[src/rtl/seq_divider_if.sv]
// Operand/result bundle for seq_divider: the master issues divide requests,
// the slave (the divider) returns quotient, remainder and status.
interface seq_divider_if #(
  parameter int WIDTH = 16
);
  logic                   start;
  logic [2*WIDTH-1:0]     dividend;
  logic [WIDTH-1:0]       divisor;
  logic                   busy;
  logic                   done;
  logic [WIDTH-1:0]       quotient;
  logic [WIDTH-1:0]       remainder;
  logic                   div_zero;
  logic                   overflow;

  modport master (
    output start, dividend, divisor,
    input  busy, done, quotient, remainder, div_zero, overflow
  );

  modport slave (
    input  start, dividend, divisor,
    output busy, done, quotient, remainder, div_zero, overflow
  );
endinterface

[src/rtl/seq_divider.sv]
// Restoring divider: 2*WIDTH-bit dividend / WIDTH-bit divisor, one quotient
// bit per clock, with divide-by-zero and quotient-overflow early exits.
module seq_divider #(
  parameter int WIDTH = 16
) (
  input  logic         clk,
  input  logic         rst_n,
  seq_divider_if.slave bus
);
  localparam int CW = $clog2(WIDTH);

  typedef enum logic [1:0] {
    IDLE = 2'd0,
    CALC = 2'd1,
    DONE = 2'd2
  } state_e;

  state_e           state_q, state_d;
  logic [WIDTH:0]   rem_q, rem_d;
  logic [WIDTH-1:0] shf_q, shf_d;
  logic [WIDTH-1:0] dvs_q, dvs_d;
  logic [WIDTH-1:0] quot_q, quot_d;
  logic [WIDTH-1:0] remo_q, remo_d;
  logic [CW-1:0]    cnt_q, cnt_d;
  logic             busy_q, busy_d;
  logic             done_q, done_d;
  logic             dz_q, dz_d;
  logic             ov_q, ov_d;

  logic             accept_s;
  logic [WIDTH:0]   trial_s;
  logic [WIDTH:0]   diff_s;
  logic             borrow_s;
  logic             qbit_s;

  // Next-state, datapath step and output register inputs
  always_comb begin
    state_d  = state_q;
    rem_d    = rem_q;
    shf_d    = shf_q;
    dvs_d    = dvs_q;
    quot_d   = quot_q;
    remo_d   = remo_q;
    cnt_d    = cnt_q;
    busy_d   = busy_q;
    done_d   = 1'b0;
    dz_d     = dz_q;
    ov_d     = ov_q;

    accept_s = bus.start && (state_q != CALC);
    trial_s  = {rem_q[WIDTH-1:0], shf_q[WIDTH-1]};
    {borrow_s, diff_s} = {1'b0, trial_s} - {2'b00, dvs_q};
    // A set partial-remainder MSB means the shifted value exceeds W+1 bits,
    // so the subtraction always succeeds regardless of the borrow.
    qbit_s   = rem_q[WIDTH] | ~borrow_s;

    case (state_q)
      IDLE, DONE: begin
        busy_d = 1'b0;
        if (accept_s) begin
          if (bus.divisor == {WIDTH{1'b0}}) begin
            dz_d    = 1'b1;
            ov_d    = 1'b0;
            quot_d  = {WIDTH{1'b1}};
            remo_d  = {WIDTH{1'b0}};
            done_d  = 1'b1;
            state_d = DONE;
          end else if (bus.dividend[2*WIDTH-1:WIDTH] >= bus.divisor) begin
            dz_d    = 1'b0;
            ov_d    = 1'b1;
            quot_d  = {WIDTH{1'b1}};
            remo_d  = {WIDTH{1'b0}};
            done_d  = 1'b1;
            state_d = DONE;
          end else begin
            dz_d    = 1'b0;
            ov_d    = 1'b0;
            rem_d   = {1'b0, bus.dividend[2*WIDTH-1:WIDTH]};
            shf_d   = bus.dividend[WIDTH-1:0];
            dvs_d   = bus.divisor;
            cnt_d   = {CW{1'b0}};
            busy_d  = 1'b1;
            state_d = CALC;
          end
        end else begin
          state_d = IDLE;
        end
      end
      CALC: begin
        rem_d = qbit_s ? diff_s : trial_s;
        shf_d = {shf_q[WIDTH-2:0], qbit_s};
        cnt_d = cnt_q + CW'(1);
        if (cnt_q == CW'(WIDTH-1)) begin
          quot_d  = shf_d;
          remo_d  = rem_d[WIDTH-1:0];
          busy_d  = 1'b0;
          done_d  = 1'b1;
          state_d = DONE;
        end else begin
          busy_d  = 1'b1;
          state_d = CALC;
        end
      end
      default: begin
        busy_d  = 1'b0;
        state_d = IDLE;
      end
    endcase
  end

  // State and result registers
  always_ff @(posedge clk or negedge rst_n) begin
    if (!rst_n) begin
      state_q <= IDLE;
      rem_q   <= {(WIDTH+1){1'b0}};
      shf_q   <= {WIDTH{1'b0}};
      dvs_q   <= {WIDTH{1'b0}};
      quot_q  <= {WIDTH{1'b0}};
      remo_q  <= {WIDTH{1'b0}};
      cnt_q   <= {CW{1'b0}};
      busy_q  <= 1'b0;
      done_q  <= 1'b0;
      dz_q    <= 1'b0;
      ov_q    <= 1'b0;
    end else begin
      state_q <= state_d;
      rem_q   <= rem_d;
      shf_q   <= shf_d;
      dvs_q   <= dvs_d;
      quot_q  <= quot_d;
      remo_q  <= remo_d;
      cnt_q   <= cnt_d;
      busy_q  <= busy_d;
      done_q  <= done_d;
      dz_q    <= dz_d;
      ov_q    <= ov_d;
    end
  end

  assign bus.busy      = busy_q;
  assign bus.done      = done_q;
  assign bus.quotient  = quot_q;
  assign bus.remainder = remo_q;
  assign bus.div_zero  = dz_q;
  assign bus.overflow  = ov_q;
endmodule

[src/flat_wrapper.sv]
// flat-port wrapper written by rule: the top's interface ports become plain ports
module seq_divider_flat 
#(
  parameter int WIDTH = 16
)
  (clk, rst_n, bus_start, bus_dividend, bus_divisor, bus_busy, bus_done, bus_quotient, bus_remainder, bus_div_zero, bus_overflow);
  seq_divider_if #(.WIDTH(WIDTH)) bus_i ();
  input  logic clk;
  input  logic rst_n;
  input wire logic [$bits(bus_i.start)-1:0] bus_start;
  input wire logic [$bits(bus_i.dividend)-1:0] bus_dividend;
  input wire logic [$bits(bus_i.divisor)-1:0] bus_divisor;
  output wire logic [$bits(bus_i.busy)-1:0] bus_busy;
  output wire logic [$bits(bus_i.done)-1:0] bus_done;
  output wire logic [$bits(bus_i.quotient)-1:0] bus_quotient;
  output wire logic [$bits(bus_i.remainder)-1:0] bus_remainder;
  output wire logic [$bits(bus_i.div_zero)-1:0] bus_div_zero;
  output wire logic [$bits(bus_i.overflow)-1:0] bus_overflow;
  assign bus_i.start = bus_start;
  assign bus_i.dividend = bus_dividend;
  assign bus_i.divisor = bus_divisor;
  assign bus_busy = bus_i.busy;
  assign bus_done = bus_i.done;
  assign bus_quotient = bus_i.quotient;
  assign bus_remainder = bus_i.remainder;
  assign bus_div_zero = bus_i.div_zero;
  assign bus_overflow = bus_i.overflow;
  seq_divider #(.WIDTH(WIDTH)) u_core (.clk(clk), .rst_n(rst_n), .bus(bus_i));
endmodule
[config.mk]
export PLATFORM = sky130hd
export DESIGN_NAME = seq_divider_flat
export DESIGN_NICKNAME = d
export VERILOG_FILES = /design/src/rtl/seq_divider_if.sv /design/src/rtl/seq_divider.sv /design/src/flat_wrapper.sv
export SDC_FILE = /design/constraint.sdc
export NUM_CORES = 1
export LEC_CHECK = 0
export ABC_AREA = 1
export CORE_MARGIN = 2
export CORE_UTILIZATION = 55
export DETAILED_ROUTE_END_ITERATION = 16
export DONT_BUFFER_PORTS = 1
export HOLD_SLACK_MARGIN = 0.1
export PLACE_DENSITY = 0.8
export SYNTH_ARGS = -nofsm -noshare
export SYNTH_HDL_FRONTEND = slang
export SYNTH_SLANG_ARGS = --single-unit
[constraint.sdc]
create_clock -name clk -period 5.6 [get_ports clk]
set_input_delay 0.28 -clock clk [delete_from_list [all_inputs] [get_ports clk]]
set_output_delay 0.28 -clock clk [all_outputs]
set_load 0.05 [all_outputs]
==> results by group <==
Clock tree
  – Worst-case clock buffer depth: 2
  – Clk slew on worst S/H paths: 0.09 ns
  – Clock Latency Late Sink: 0.36 ns
  – TritonCTS clock tree: yes
  – Clock sink count: 89
  – Root Buffer: clkbuf_8
  – CTS Buf Count: 9
  – Postcts setup bufs: 0
  – H-tree Lvls: 3

Timing
  – Period utilisation layout: 54.9%
  – Final setup viols: 0
  – Max-slew headroom: 37.4%
  – Least-Margin Pin Slew: 0.935 ns
  – Max Freq: 325 MHz
  – RSZ-0062 raised after global routing: no
  – Fin crit period: 3.07 ns
  – Final WS setup: 2.53 ns
  – Worst Clk Skew: 0.0133 ns
  – Hold Vio Cnt, Final: 0
  – Max Slew Vio Count: 0
  – TNS Setup: 0 ns

Place
  – Port Buffers: 0
  – Post-DP HPWL: 10000 microns
  – Pre-CTS WS: 2.54 ns
  – Routability Congestion: 0.874
  – Placed cells: 932

Global route
  – First-pass GRT wire length: 24100 microns
  – Vias in the first global route: 5004
  – Initial antenna violation count: 1
  – Global route total overflow: 0
  – Global Route Usage Sum: 26.7%
  – Largest net degree at the start of global routing: 90

Synth
  – Syn_area_per_cell: 7.04 sq um
  – Mapped cell area: 5810 sq um
  – Area leader, netlist: dfrtp_1
  – Post-synth cell types: 34
  – Synth warnings: 0
  – Post-Synthesis Cells: 825
  – Asr flop ratio synth: 100%
  – Main synth FF type: dfrtp_1
  – Yosys top cell area share: 38.3%
  – Flop and latch count out of synthesis: 89
  – Post-synth top cells: 337 x nand2_1, 89 x dfrtp_1, 85 x inv_1
  – EDFF count, synth: 0
  – Syn_nets: 910
  – Top-count cell post-synth: nand2_1
  – Sequential element share of the synthesized area: 38.3%
  – Ranking of synthesized cells by area: dfrtp_1 38%, nand2_1 22%, ha_1 7.1%, nand3_1 6.1%, inv_1 5.5%

Layout
  – Syn-to-layout area delta: 9.17%
  – Area occupied by multi-input gates: 3040 sq um
  – Fillers: 933
  – Finished Core Util: 61.7%
  – Register Area: 2230 sq um
  – Layout cells sized above 1: 6.27%
  – Layout Nets: 925
  – Non-Filler Instances: 982

Detailed routing
  – WL final: 14400 microns
  – DRT iter0 DRCs: 473
  – Post-DR vias/cell: 5.41
  – Routed Antenna Nets: 0
  – DRC: 0
  – Via count: 5309
  – Post-detailed-route wirelength per cell: 14.6 microns
  – First drt pass iteration count: 5

Floorplan
  – Starting Density: 56.5%
  – Core region area: 10300 sq um
  – Die W: 107 microns
  – # rows: 37
  – Chip height: 107 microns
  – DIE AREA: 11400 sq um
  – Ports: 87

Critical path
  – Critical path depth: 10
  – Kind of cell adding the most delay to the critical path: simple AND/OR/NAND/NOR gates
  – Worst-path cell chain: inv_1 > nor2_4 > buf_4 > nand2_1 > nand2_1 > inv_1 > nand2_2 > inv_2 > nand2_1 > nand2_1
  – Critical path fanouts, max: 66
  – Reg2reg start: u_core.state_q[0]
  – WP data arrival: 3.33 ns
  – CP max stage delay: 0.65 ns
  – CP endpoint: u_core.bus.remainder[1]
  – Slowest CP cell: dfrtp_1
  – Critical Path Sink Type: flop
  – CP required: 5.86 ns
  – CP bufs+invs: 4
  – Critical path startpoint category: flop
  – Reg2Reg Setup Slack: 2.53 ns
  – Reg2reg path depth: 10
  – Critical path type: reg2reg
  – Critical path origin: u_core.state_q[0]
  – Crit-path most repeated cell: nand2_1
  – Reg-to-reg endpoint: u_core.bus.remainder[1]

Outcome
  – Status: completed

Min path
  – HP Class: in2reg

Run
  – Number of max-cap violations: 0
## per-layer routing
metal | share of wire (%) | global-route usage, % | routed length [microns] | vias to the layer above
li1 | - | - | - | 2628
met2 | 46 | 41.4 | 6600 | 210
met4 | 2.3 | 9.28 | 337 | 0
met5 | 0 | 0 | 0 | -
met3 | 6.8 | 4.56 | 985 | 23
met1 | 45 | 37.9 | 6460 | 2448
## worst reg2reg max path, stage by stage, from the launching register on
cell and delay [ns]:
dfrtp_1 0.65, inv_1 0.20, nor2_4 0.12, buf_4 0.56, nand2_1 0.16, nand2_1 0.10, inv_1 0.05, nand2_2 0.60
inv_2 0.32, nand2_1 0.18, nand2_1 0.06
## repair_timing
action	in CTS	in global routing
gates resized for setup	0	0
hold buffers	33	0
setup endpoints to repair	0	0
endpoints found under the hold margin	120	0
## stage by stage
stage                     hold WS (ns)  instance area, sq um
after floorplan                -0.0156                  5810
final                            0.114                  6340
after detailed placement       -0.0134                  5810
after CTS                        0.102                  6340
after global placement         -0.0127                  5810
after global routing             0.128                  6340
## registers in the layout (all words and copies together) (netlist names)
register and flops:
u_core.bus.div_zero 1, u_core.bus.done 1, u_core.bus.overflow 1, u_core.bus.quotient 16, u_core.bus.remainder 16, u_core.cnt_q 4
u_core.dvs_q 16, u_core.rem_q 17, u_core.shf_q 16, u_core.state_q 1
## cell type report
class / instances / area share [%]
multi-input cells: 610 / 47.9
flip-flops and latches: 89 / 35.1
repair buffers: 35 / 5.72
inverters: 95 / 5.62
well taps: 136 / 2.68
clock buffers: 10 / 2.17
clock inverters: 6 / 0.769
diodes: 1 / 0.0394
## cell families (layout without fill, tap and decap cells)
group	after synthesis	count (layout)	share of synthesized area (%)
buf+inv	126	146	9.56
xor+xnor	8	8	1.21
mux	1	1	0.172
compound gates	86	86	8.20
fa+ha+maj	34	34	7.45
flops	89	89	38.3
simple gates	481	481	35.1
other cells	0	1	0
## worst min-delay path by stage
stage	cells after the start	end	startpoint	slack, ns
after floorplan	0	u_core.bus.div_zero	rst_n	-0.02
after global placement	0	u_core.dvs_q[2]	rst_n	-0.01
after detailed placement	0	u_core.dvs_q[2]	rst_n	-0.01
after CTS	2	u_core.dvs_q[0]	bus_divisor[0]	0.10
after global routing	2	u_core.shf_q[3]	bus_dividend[3]	0.13
final	2	u_core.dvs_q[0]	bus_divisor[0]	0.11
## cells in the final DEF (no fill, tap or decap), types with 6 or more instances in the layout
cell type and instances:
nand2_1 337, dfrtp_1 89, inv_1 85, nand3_1 71
o21ai_0 37, nor2_1 33, ha_1 33, dlygate4sd3_1 32
o21ai_1 18, o21bai_1 16, a21oi_1 13, nand4_1 12
inv_2 10, nand2_2 10, clkbuf_8 10, xor2_1 6
Power is left out: the tool's default activity adds up to more than one toggle a clock period on the data nets, which glitch-free logic cannot reach.
